$ cat src/rtl/stream_mux2_if.sv
// rtl/stream_mux2_if.sv - stream bundle for the two-to-one stream multiplexer
// Purpose: groups the two input channels (A, B) and the merged output channel
//          into one bundle so the mux and its environment share one port.
// Signals:
//   a_data/a_valid/a_last/a_ready  channel A beat and handshake
//   b_data/b_valid/b_last/b_ready  channel B beat and handshake
//   out_data/out_sel/out_last      registered output beat, sel 0 = A, 1 = B
//   out_valid/out_ready            output handshake
// Modports:
//   slave   the multiplexer side (consumes A/B, produces out)
//   master  the environment side (produces A/B, consumes out)
interface stream_mux2_if #(
  parameter int WIDTH = 8
);
  logic [WIDTH-1:0] a_data;
  logic             a_valid;
  logic             a_last;
  logic             a_ready;

  logic [WIDTH-1:0] b_data;
  logic             b_valid;
  logic             b_last;
  logic             b_ready;

  logic [WIDTH-1:0] out_data;
  logic             out_sel;
  logic             out_last;
  logic             out_valid;
  logic             out_ready;

  modport slave (
    input  a_data, a_valid, a_last,
    output a_ready,
    input  b_data, b_valid, b_last,
    output b_ready,
    output out_data, out_sel, out_last, out_valid,
    input  out_ready
  );

  modport master (
    output a_data, a_valid, a_last,
    input  a_ready,
    output b_data, b_valid, b_last,
    input  b_ready,
    input  out_data, out_sel, out_last, out_valid,
    output out_ready
  );
endinterface

$ cat src/rtl/stream_mux2.sv
// rtl/stream_mux2.sv - two-to-one packet-granular stream multiplexer
// Purpose: merges channels A and B into one registered output channel. A
//          source that wins arbitration keeps the output until it sends a
//          beat with last set. Each output beat is tagged with its source.
// Ports:
//   i_clk  clock, all state updates on the rising edge
//   i_rst  synchronous, active-high reset
//   bus    stream_mux2_if.slave
//            in : a_data/a_valid/a_last, b_data/b_valid/b_last, out_ready
//            out: a_ready, b_ready (combinational),
//                 out_data/out_sel/out_last/out_valid (registered)
// Parameters:
//   WIDTH  payload width of each channel, in bits
// Configuration:
//   STREAM_MUX2_RR_EN defined   : round-robin pointer, flipped on every
//                                 accepted last beat.
//   STREAM_MUX2_RR_EN undefined : fixed priority, A wins contention in IDLE.
module stream_mux2 #(
  parameter int WIDTH = 8
) (
  input  logic         i_clk,
  input  logic         i_rst,
  stream_mux2_if.slave bus
);

  typedef enum logic [1:0] {
    ST_IDLE     = 2'd0,
    ST_LOCKED_A = 2'd1,
    ST_LOCKED_B = 2'd2
  } state_t;

  state_t           r_state;
  state_t           w_state_nxt;

  logic [WIDTH-1:0] r_data;
  logic             r_sel;
  logic             r_last;
  logic             r_valid;

  logic             w_slot_free;
  logic             w_prefer_b;
  logic             w_grant_a;
  logic             w_grant_b;
  logic             w_ready_a;
  logic             w_ready_b;
  logic             w_acc_a;
  logic             w_acc_b;
  logic             w_acc;
  logic             w_acc_sel;
  logic             w_acc_last;
  logic [WIDTH-1:0] w_acc_data;

`ifdef STREAM_MUX2_RR_EN
  // Round-robin pointer: 0 = A preferred, 1 = B preferred on contention.
  logic r_ptr;

  assign w_prefer_b = r_ptr;

  always_ff @(posedge i_clk) begin
    if (i_rst) begin
      r_ptr <= 1'b0;
    end else if (w_acc && w_acc_last) begin
      // Hand preference to the source that did not just finish a packet.
      r_ptr <= ~w_acc_sel;
    end
  end
`else
  assign w_prefer_b = 1'b0;
`endif

  // The single output stage can take a beat if it is empty or is being
  // drained this very cycle, which gives full-rate pass-through.
  assign w_slot_free = !r_valid || bus.out_ready;

  // Grant decode. In IDLE only a valid source can be granted; in a locked
  // state the owner keeps the grant even while it idles mid-packet, so the
  // other source cannot sneak a beat into the open packet.
  always_comb begin
    w_grant_a = 1'b0;
    w_grant_b = 1'b0;
    case (r_state)
      ST_IDLE: begin
        if (bus.a_valid && bus.b_valid) begin
          w_grant_a = ~w_prefer_b;
          w_grant_b = w_prefer_b;
        end else begin
          w_grant_a = bus.a_valid;
          w_grant_b = bus.b_valid;
        end
      end
      ST_LOCKED_A: w_grant_a = 1'b1;
      ST_LOCKED_B: w_grant_b = 1'b1;
      default: begin
        w_grant_a = 1'b0;
        w_grant_b = 1'b0;
      end
    endcase
  end

  // Readies are held low during reset so nothing is accepted while the
  // block is being cleared.
  assign w_ready_a   = w_grant_a && w_slot_free && !i_rst;
  assign w_ready_b   = w_grant_b && w_slot_free && !i_rst;
  assign bus.a_ready = w_ready_a;
  assign bus.b_ready = w_ready_b;

  assign w_acc_a    = bus.a_valid && w_ready_a;
  assign w_acc_b    = bus.b_valid && w_ready_b;
  assign w_acc      = w_acc_a || w_acc_b;

  // At most one grant is active, so the accepted beat is selected by B's
  // acceptance alone. Data only feeds the output register.
  assign w_acc_sel  = w_acc_b;
  assign w_acc_last = w_acc_b ? bus.b_last : bus.a_last;
  assign w_acc_data = w_acc_b ? bus.b_data : bus.a_data;

  // Next-state: any accepted beat either closes the packet (back to IDLE)
  // or locks onto its source. Without an accepted beat the state holds,
  // so a stalled owner keeps the lock indefinitely.
  always_comb begin
    w_state_nxt = r_state;
    if (w_acc) begin
      if (w_acc_last) begin
        w_state_nxt = ST_IDLE;
      end else if (w_acc_sel) begin
        w_state_nxt = ST_LOCKED_B;
      end else begin
        w_state_nxt = ST_LOCKED_A;
      end
    end
  end

  always_ff @(posedge i_clk) begin
    if (i_rst) begin
      r_state <= ST_IDLE;
    end else begin
      r_state <= w_state_nxt;
    end
  end

  // Output stage. A consumed beat with no replacement only clears valid;
  // payload, sel and last keep their last values.
  always_ff @(posedge i_clk) begin
    if (i_rst) begin
      r_valid <= 1'b0;
      r_data  <= '0;
      r_sel   <= 1'b0;
      r_last  <= 1'b0;
    end else if (w_acc) begin
      r_valid <= 1'b1;
      r_data  <= w_acc_data;
      r_sel   <= w_acc_sel;
      r_last  <= w_acc_last;
    end else if (bus.out_ready) begin
      r_valid <= 1'b0;
    end
  end

  assign bus.out_data  = r_data;
  assign bus.out_sel   = r_sel;
  assign bus.out_last  = r_last;
  assign bus.out_valid = r_valid;

endmodule

$ cat src/flat_wrapper.sv
// flat-port wrapper written by rule: the top's interface ports become plain ports
module stream_mux2_flat 
#(
  parameter int WIDTH = 8
)
  (i_clk, i_rst, bus_a_data, bus_a_valid, bus_a_last, bus_a_ready, bus_b_data, bus_b_valid, bus_b_last, bus_b_ready, bus_out_data, bus_out_sel, bus_out_last, bus_out_valid, bus_out_ready);
  stream_mux2_if #(.WIDTH(WIDTH)) bus_i ();
  input  logic i_clk;
  input  logic i_rst;
  input wire logic [$bits(bus_i.a_data)-1:0] bus_a_data;
  input wire logic [$bits(bus_i.a_valid)-1:0] bus_a_valid;
  input wire logic [$bits(bus_i.a_last)-1:0] bus_a_last;
  output wire logic [$bits(bus_i.a_ready)-1:0] bus_a_ready;
  input wire logic [$bits(bus_i.b_data)-1:0] bus_b_data;
  input wire logic [$bits(bus_i.b_valid)-1:0] bus_b_valid;
  input wire logic [$bits(bus_i.b_last)-1:0] bus_b_last;
  output wire logic [$bits(bus_i.b_ready)-1:0] bus_b_ready;
  output wire logic [$bits(bus_i.out_data)-1:0] bus_out_data;
  output wire logic [$bits(bus_i.out_sel)-1:0] bus_out_sel;
  output wire logic [$bits(bus_i.out_last)-1:0] bus_out_last;
  output wire logic [$bits(bus_i.out_valid)-1:0] bus_out_valid;
  input wire logic [$bits(bus_i.out_ready)-1:0] bus_out_ready;
  assign bus_i.a_data = bus_a_data;
  assign bus_i.a_valid = bus_a_valid;
  assign bus_i.a_last = bus_a_last;
  assign bus_a_ready = bus_i.a_ready;
  assign bus_i.b_data = bus_b_data;
  assign bus_i.b_valid = bus_b_valid;
  assign bus_i.b_last = bus_b_last;
  assign bus_b_ready = bus_i.b_ready;
  assign bus_out_data = bus_i.out_data;
  assign bus_out_sel = bus_i.out_sel;
  assign bus_out_last = bus_i.out_last;
  assign bus_out_valid = bus_i.out_valid;
  assign bus_i.out_ready = bus_out_ready;
  stream_mux2 #(.WIDTH(WIDTH)) u_core (.i_clk(i_clk), .i_rst(i_rst), .bus(bus_i));
endmodule
$ cat config.mk
export PLATFORM = sky130hd
export DESIGN_NAME = stream_mux2_flat
export DESIGN_NICKNAME = d
export VERILOG_FILES = /design/src/rtl/stream_mux2_if.sv /design/src/rtl/stream_mux2.sv /design/src/flat_wrapper.sv
export SDC_FILE = /design/constraint.sdc
export NUM_CORES = 1
export LEC_CHECK = 0
export BUFFER_PORTS_ARGS = -buffer_cell sky130_fd_sc_hd__buf_2
export CAP_MARGIN = 25
export CELL_PAD_IN_SITES_DETAIL_PLACEMENT = 1
export CELL_PAD_IN_SITES_GLOBAL_PLACEMENT = 2
export CORE_ASPECT_RATIO = 0.7
export CORE_UTILIZATION = 24
export DETAILED_ROUTE_END_ITERATION = 10
export GPL_TIMING_DRIVEN = 0
export PLACE_DENSITY_LB_ADDON = 0.1
export SLEW_MARGIN = 10
export SYNTH_ARGS = -nofsm -noshare
export SYNTH_HDL_FRONTEND = slang
export SYNTH_SLANG_ARGS = --single-unit
$ cat constraint.sdc
create_clock -name i_clk -period 1.7 [get_ports i_clk]
set_input_delay 0.17 -clock i_clk [delete_from_list [all_inputs] [get_ports i_clk]]
set_output_delay 0.17 -clock i_clk [all_outputs]
set_load 0.03 [all_outputs]
### Word level (Yosys, flattened, before mapping)

Cells that the tools add are included.

* eq/ne operators: 2
* mux-type cells: 10
* reductions and logical operators: 13

Operators by type and width (number)
* $mux W8: 1
* $logic_and A1 B1 Y1: 7
* $mux W1: 5
* $mux W2: 2
* $pmux W1 S2: 2
* $eq A2 B1 Y1 const B: 1
* $eq A2 B2 Y1 const B: 1
* $logic_not A1 Y1: 2
* $logic_not A2 Y1: 1
* $logic_or A1 B1 Y1: 2
* $reduce_bool A2 Y1: 1

* register bits after elaboration: 13
* bits of input ports: 23
* output and inout port bits: 13

### Longest topological paths before layout

Gate-level depths: netlist of run 1.

* depth after elaboration: 8
* mapped depth: 5

### Least setup slack after synthesis of run 1

No wires, ideal clock.

* path type: register -> output
* start: register u_core.r_valid, in the netlist u_core.bus.out_valid
* end: output port bus_a_ready
* data arrival time: 1.615 ns
* data required time: 1.530 ns
* path slack: -0.085 ns
* cell stages (with the launch flop): 3
* cell sequence: dfxtp_1 and2b_2 nor4_1

* longest elaborated chain between the ends: 4

Ends and longest elaborated chain
* start: declaration: line stream_mux2.sv:38 `logic r_valid;`
* start signal: assignment: line stream_mux2.sv:145 `r_valid <= 1'b0;`
* start signal: assignment: line stream_mux2.sv:150 `r_valid <= 1'b1;`
* start signal: assignment: line stream_mux2.sv:155 `r_valid <= 1'b0;`
* $logic_not A1 Y1: line stream_mux2.sv:73 `assign w_slot_free = !r_valid || bus.out_ready;`
* $logic_or A1 B1 Y1: line stream_mux2.sv:73
* $logic_and A1 B1 Y1 (2 in a row): line stream_mux2.sv:102 `assign w_ready_a = w_grant_a && w_slot_free && !i_rst;`
* end: declaration: line flat_wrapper.sv:13 `output wire logic [$bits(bus_i.a_ready)-1:0] bus_a_ready;`

Every way passes these cells.

### Worst setup path after layout of run 1

* start: register u_core.r_valid, in the netlist u_core.bus.out_valid
* end: output port bus_b_ready

* longest elaborated chain between the ends: 4

Ends and longest elaborated chain
* $logic_not A1 Y1: line stream_mux2.sv:73
* $logic_or A1 B1 Y1: line stream_mux2.sv:73
* $logic_and A1 B1 Y1 (2 in a row): line stream_mux2.sv:103 `assign w_ready_b = w_grant_b && w_slot_free && !i_rst;`
* end: declaration: line flat_wrapper.sv:17 `output wire logic [$bits(bus_i.b_ready)-1:0] bus_b_ready;`

Every way passes these cells.

==> metrics.csv, run 1 <==
metric;value;unit
cts_max_level;1;
synthDistinctLibCells;22;
grt_max_degree;11;
drtIter0Drc;15;
cts.repair.resized;0;
routabilityCongestion;0.683;
die_y;45.4;um
outcome;finished, final reports clean;
yosys.cell_count.top_type;nand2_1;
drt_first_pass_iters;4;
startpoint_type;register;
leakagePower;0.000417;uW
synth_ff_type;dfxtp_1;
hold_viol;0;
pwr-share-clk;31.3;%
postRouteWirelength;2050;um
vdd_ir_drop_max;0.358;mV
die_w;64.1;um
core_area;0.00251;mm^2
dieArea;0.00291;mm^2
fin_crit_sh;82.7;%
vias;724;
ys_seq_elements;13;
tightest_slew;0.489;ns
cp_max_fo;4;
netlist_area;647;um^2
fin_util;36.0;%
crit_family;simple AND/OR/NAND/NOR gates;
grt-ovfl-total;0;
final_max_slew_viol_count;0;
max-cap-violations;0;
area_growth;39.8;%
p_per_area;985;mW/mm^2
pre_cts_ws;0.517;ns
slowest_stage;dfxtp_1;
cts_max_path_buffers;2;
p_seq_share;40.4;%
cp_num_buf_inv;1;
cts_buffers;3;
antenna_found_initial;0;
drt_drc_violations_left;0;
synth_area_leaders;dfxtp_1 40%, a32oi_1 12%, nand2_1 10%, o21ai_0 6.2%, a31oi_1 3.9%;
ioPinCount;36;
drive_gt1_share;40.9;%
start_util;25.7;%
synth_cells;77;
cts.sinks;13;
fin_nets;139;
holdCritPathClass;in -> reg;
combPwrFrac;28.3;%
yosys_warnings;0;
viasPerCell;4.86;
antenna_left;0;
grt_pass1_wl;3270;um
root_buffer;clkbuf_8;
rsz0062_at_grt;no;
avgSynthCellArea;8.40;um^2
cts_tree;yes;
tns;0;ns
p_sw_share;33.1;%
whs;0.133;ns
skew;0.000922;ns
yosysSeqAreaShare;40.2;%
clock_latency;0.24;ns
cp_cell_sequence;and2b_2 > nor4_1 > buf_2;
arrival;1.24;ns
hold_buffers;0;
slew_headroom;67.3;%
cts_setup_buffers;0;
crit_required;1.53;ns
internal-power;596;uW
setup_viol_count_final;0;
port_buffers;34;
p_switching;295;uW
rows;15;
cp-end-kind;output port;
synth.top_cell.area_share;40.2;%
path_class;reg -> out;
synth_edf_count;0;
n_antenna_cell;0;
min_period;1.41;ns
synth.net_count;100;
max_freq;0.711;GHz
yosys-top-cells-count;18 x nand2_1, 13 x dfxtp_1, 9 x a32oi_1, 8 x o21ai_0, 4 x a31oi_1;
grt_usage;15.8;%
first_global_vias;670;
synth_top_area_cell;dfxtp_1;
path_clk_slew;0.06;ns
synthArstFlopShare;0;%
slowest_delay;0.31;ns
wl_per_cell;13.8;um
setup_ws;0.294;ns
fillers;329;
hpwlAfterDp;1510;um
[layout make-up]
cell class                      count  area, um^2  area share [%]
Tap cell                           34        42.5            4.70
Inverter                            2        7.51           0.830
Timing Repair Buffer               34         170            18.8
Multi-Input combinational cell     56         332            36.7
Clock buffer                        4        45.0            4.98
Sequential cell                    13         260            28.8
Buffer                              6        47.5            5.26
[metal layers]
layer / GRT usage, % / wire length, um / vias up
met4: 2.73 / 0 / 0
met3: 5.50 / 121 / 0
met1: 21.2 / 999 / 339
met5: 0 / 0 / -
li1: - / - / 363
met2: 24.9 / 929 / 22
[cells in the final DEF (no fill, tap or decap), drive strengths merged]
cell,Yosys,routed
buf,6,40
nand2,18,18
dfxtp,13,13
a32oi,9,9
o21ai,9,9
a31oi,4,4
clkbuf,0,4
nor4,3,3
nand2b,3,3
nor2,2,2
inv,2,2
nor2b,2,2
and2b,1,1
a21oi,1,1
o211ai,1,1
a311oi,1,1
a211oi,1,1
o21a,1,1
[stage by stage]
stage | cells | instance area, um^2 | total power, uW
floorplan | 77 | 647 | 532
global placement | 145 | 860 | 617
detailed placement | 145 | 860 | 621
CTS | 149 | 905 | 908
global route | 149 | 905 | 951
finish | 149 | 905 | 891
[path summary, 6_finish.rpt]
kind	from	to	slack, ns	depth (start not counted)
hold reg to reg	u_core.bus.out_data[4]$_SDFFE_PP0P_	u_core.bus.out_data[4]$_SDFFE_PP0P_	0.44	2
hold / removal	bus_a_last	u_core.r_state[0]$_SDFFE_PP0P_	0.13	2
setup reg to reg	u_core.r_state[1]$_SDFFE_PP0P_	u_core.bus.out_data[2]$_SDFFE_PP0P_	0.50	3
setup / recovery	u_core.bus.out_valid$_SDFFE_PP0P_	bus_b_ready	0.29	3
[state kept, by name, summed over array words and instances (netlist names)]
signal                cells
u_core.r_state            2
u_core.bus.out_valid      1
u_core.bus.out_last       1
u_core.bus.out_sel        1
u_core.bus.out_data       8
[cell families (layout without fill, tap and decap cells)]
group | Yosys count | count (layout) | share of synthesized area (%)
compound gates | 27 | 27 | 29.4
buf+inv | 8 | 46 | 8.51
flops | 13 | 13 | 40.2
simple gates | 29 | 29 | 21.9
[worst register-to-register path: cells and delay by family (launching register included)]
family	cells	cell delay, ns
AO/OA/AOI/OAI	2	0.55
AND/OR/NAND/NOR	1	0.08
flip-flops	1	0.43
[power by group through the flow]
stage                     clock [uW]  combinational [uW]  sequential (uW)
after global placement             0                 251              366
after CTS                        293                 255              360
after detailed placement           0                 254              366
final                            279                 253              360
after global routing             312                 273              366
after floorplan                    0                 100              432
Power figures use the tool's default switching activity.
==> run 2, diff against run 1 <==
ABC_AREA = 1   (was not set)
CORE_UTILIZATION = 20   (was 24)
clock period = 1.21 ns   (was 1.7 ns; I/O delays follow)
==> run 2 against run 1 <==
Net effect:
- the flow now finishes with violations (setup timing)
- clock-buffer cell count stayed put
- worst setup slack worse by 0.35 ns
- core utilization is 3.9 points lower
- die area is 44% higher
- critical path type is now reg -> reg
==> metrics.csv, run 2 <==
metric;value;unit;change
cts.sinks;13;;unchanged
tightest_slew;0.199;ns;was 0.489 ns
setup_ws;-0.0533;ns;was 0.294 ns
wl_per_cell;11.5;um;was 13.8 um
vdd_ir_drop_max;0.329;mV;was 0.358 mV
cts_tree;yes;;unchanged
slew_headroom;86.7;%;was 67.3%
cts_max_path_buffers;2;;unchanged
yosysSeqAreaShare;33.0;%;was 40.2%
tns;-0.107;ns;was 0 ns
start_util;21.6;%;was 25.7%
synth.top_cell.area_share;33.0;%;was 40.2%
crit_required;1.38;ns;was 1.53 ns
drt_drc_violations_left;0;;unchanged
combPwrFrac;28.4;%;was 28.3%
leakagePower;0.000613;uW;was 0.000417 uW
min_from;i_rst;;was bus_a_last
outcome;complete, but fails checks;;was finished, final reports clean
synth_ff_type;dfxtp_1;;unchanged
yosys.cell_count.top_type;nand2_1;;unchanged
antenna_found_initial;0;;unchanged
final_max_slew_viol_count;0;;unchanged
startpoint_type;register;;unchanged
holdCritPathClass;in -> reg;;unchanged
root_buffer;clkbuf_8;;unchanged
synth_cells;115;;was 77
drt_first_pass_iters;4;;unchanged
postRouteWirelength;2420;um;was 2050 um
cp-end-kind;register;;was output port
grt_pass1_wl;3920;um;was 3270 um
grt-ovfl-total;0;;unchanged
fin_crit_sh;104;%;
rsz0062_at_grt;yes;;was no
antenna_left;0;;unchanged
min_period;1.26;ns;
reg2reg_from;u_core.bus.out_valid$_SDFFE_PP0P_;;was u_core.r_state[1]$_SDFFE_PP0P_
r2r_slack;-0.05;ns;was 0.50 ns
routabilityCongestion;0.646;;was 0.683
fin_nets;184;;was 139
whs;0.131;ns;was 0.133 ns
rows;18;;was 15
reg2reg_to;u_core.r_state[1]$_SDFFE_PP0P_;;was u_core.bus.out_data[2]$_SDFFE_PP0P_
synthDistinctLibCells;20;;was 22
die_y;54.5;um;was 45.4 um
p_per_area;1030;mW/mm^2;was 985 mW/mm^2
setup_viol_count_final;7;;was 0
vias;887;;was 724
dieArea;0.00420;mm^2;was 0.00291 mm^2
slowest_stage;dfxtp_2;;was dfxtp_1
final_common_cell;buf_2;;unchanged
drtIter0Drc;14;;was 15
max-cap-violations;0;;unchanged
reg2regPathDepth;7;;was 3
synth_top_area_cell;dfxtp_1;;unchanged
grt_usage;12.5;%;was 15.8%
cts_buffers;3;;unchanged
netlist_area;788;um^2;was 647 um^2
p_sw_share;31.2;%;was 33.1%
hpwlAfterDp;1820;um;was 1510 um
failed_checks;setup timing;;
clock_latency;0.24;ns;about the same
layout_common_cells;32 x buf_2, 31 x nand2_1, 19 x nor2_1;;was 36 x buf_2, 18 x nand2_1, 13 x dfxtp_1
path_class;reg -> reg;;was reg -> out
port_buffers;34;;unchanged
hold_depth;2;;unchanged
core_area;0.00365;mm^2;was 0.00251 mm^2
arrival;1.44;ns;was 1.24 ns
internal-power;831;uW;was 596 uW
area_growth;48.6;%;was 39.8%
synthArstFlopShare;0;%;unchanged
p_seq_share;39.1;%;was 40.4%
drive_gt1_share;42.5;%;was 40.9%
cp_max_fo;5;;was 4
cts_max_level;1;;unchanged
synth_edf_count;0;;unchanged
slowest_delay;0.33;ns;was 0.31 ns
synth_area_leaders;dfxtp_1 33%, nand2_1 15%, nor2_1 10%, nand3b_1 9.5%, nand4_1 6.3%;;was dfxtp_1 40%, a32oi_1 12%, nand2_1 10%, o21ai_0 6.2%, a31oi_1 3.9%
ys_seq_elements;13;;unchanged
path_clk_slew;0.06;ns;about the same
max_freq;0.792;GHz;
ioPinCount;36;;unchanged
yosys_warnings;0;;unchanged
pwr-share-clk;32.5;%;was 31.3%
p_switching;377;uW;was 295 uW
min_to;u_core.r_state[0]$_SDFFE_PP0P_;;unchanged
die_w;77.0;um;was 64.1 um
hold_viol;0;;unchanged
first_global_vias;824;;was 670
cp_cell_sequence;inv_2 > nor2_4 > nor2_8 > nand3_4 > buf_4 > or2_0 > a21oi_1;;was and2b_2 > nor4_1 > buf_2
synth.net_count;138;;was 100
viasPerCell;4.22;;was 4.86
yosys-top-cells-count;31 x nand2_1, 22 x nor2_1, 13 x dfxtp_1, 10 x nand3b_1;;was 18 x nand2_1, 13 x dfxtp_1, 9 x a32oi_1, 8 x o21ai_0, 4 x a31oi_1
hold_buffers;0;;unchanged
grt_max_degree;11;;unchanged
skew;0.000558;ns;was 0.000922 ns
avgSynthCellArea;6.85;um^2;was 8.40 um^2
n_antenna_cell;0;;unchanged
largest_reg_flops;8;;unchanged
==> run 2: cell types whose count changed after synthesis, moves of 3 or more <==
| cell | before | now |
|---|---|---|
| a31oi_1 | 4 | 0 |
| nand4_1 | 0 | 8 |
| inv_1 | 1 | 8 |
| nor2_1 | 2 | 22 |
| a32oi_1 | 9 | 0 |
| nor4_1 | 3 | 0 |
| nand2b_1 | 3 | 0 |
| nand3_1 | 0 | 3 |
| nand2_1 | 18 | 31 |
| nand3b_1 | 0 | 10 |
| o21ai_0 | 8 | 0 |
==> run 2: repair_timing <==
| action | in CTS | in global routing |
|---|---|---|
| cloned | 0 | 0 |
| setup buffers | 4 | 3 |
| setup endpoints to repair | 14 | 14 |
| pin swaps | 4 | 5 |
| gates resized for setup | 8 | 9 |
==> run 2: power groups by stage <==
stage | clock [uW] | sequential, uW | combinational [uW]
2_1_floorplan | 0 | 533 | 156
3_3_place_gp | 0 | 480 | 309
3_5_place_dp | 0 | 481 | 314
4_1_cts | 411 | 472 | 334
5_1_grt | 432 | 476 | 381
6_report | 392 | 472 | 343
==> run 2: logic make-up (layout without fill, tap and decap cells) <==
| kind of cell | count (synthesis) | after routing | share of synthesized area, % |
|---|---|---|---|
| buf+inv | 16 | 61 | 10.6 |
| flops | 13 | 13 | 33.0 |
| simple gates | 82 | 82 | 53.8 |
| compound gates | 4 | 4 | 2.54 |
==> run 2: worst max path at each step <==
stage                                       from                             endpoint  slack (ns)  depth (start not counted)
2_1_floorplan  u_core.bus.out_valid$_SDFFE_PP0P_  u_core.bus.out_data[2]$_SDFFE_PP0P_        0.02                          9
3_3_place_gp      u_core.r_state[0]$_SDFFE_PP0P_  u_core.bus.out_data[4]$_SDFFE_PP0P_       -0.15                          9
3_5_place_dp      u_core.r_state[0]$_SDFFE_PP0P_  u_core.bus.out_data[4]$_SDFFE_PP0P_       -0.17                          9
4_1_cts        u_core.bus.out_valid$_SDFFE_PP0P_                          bus_b_ready       -0.05                          5
5_1_grt        u_core.bus.out_valid$_SDFFE_PP0P_  u_core.bus.out_data[3]$_SDFFE_PP0P_       -0.15                          9
6_report       u_core.bus.out_valid$_SDFFE_PP0P_       u_core.r_state[1]$_SDFFE_PP0P_       -0.05                          7
==> run 2: metrics by stage <==
stage / total power, uW / utilization [%] / instances / setup slack, ns / area, um^2
global route: 1290 / 32.1 / 210 / -0.149 / 1170
floorplan: 690 / - / 115 / 0.0188 / 795
CTS: 1220 / 30.8 / 207 / -0.0539 / 1120
global placement: 788 / 28.2 / 199 / -0.152 / 1030
finish: 1210 / 32.1 / 210 / -0.0533 / 1170
detailed placement: 795 / 28.2 / 199 / -0.165 / 1030
==> run 2: area by class of cell <==
cell class | instances | area (um^2)
plain buffers | 5 | 52.6
flip-flops and latches | 13 | 264
inverters | 11 | 43.8
clock buffers | 4 | 45.0
multi-input cells | 86 | 468
repair buffers | 41 | 235
well taps | 50 | 62.6
fillers | 478 | 2480
==> run 2: worst max-delay path: cells and delay by family (launching register included) <==
family / cells / cell delay [ns]
simple gates: 4 / 0.51
buf+inv: 2 / 0.23
compound gates: 1 / 0.11
flops: 1 / 0.33
==> run 2: routing by layer <==
metal | track usage, % | wire (um)
met5 | 0 | 0
met4 | 2.83 | 0
met3 | 4.33 | 129
met2 | 21.3 | 1130
met1 | 15.6 | 1160
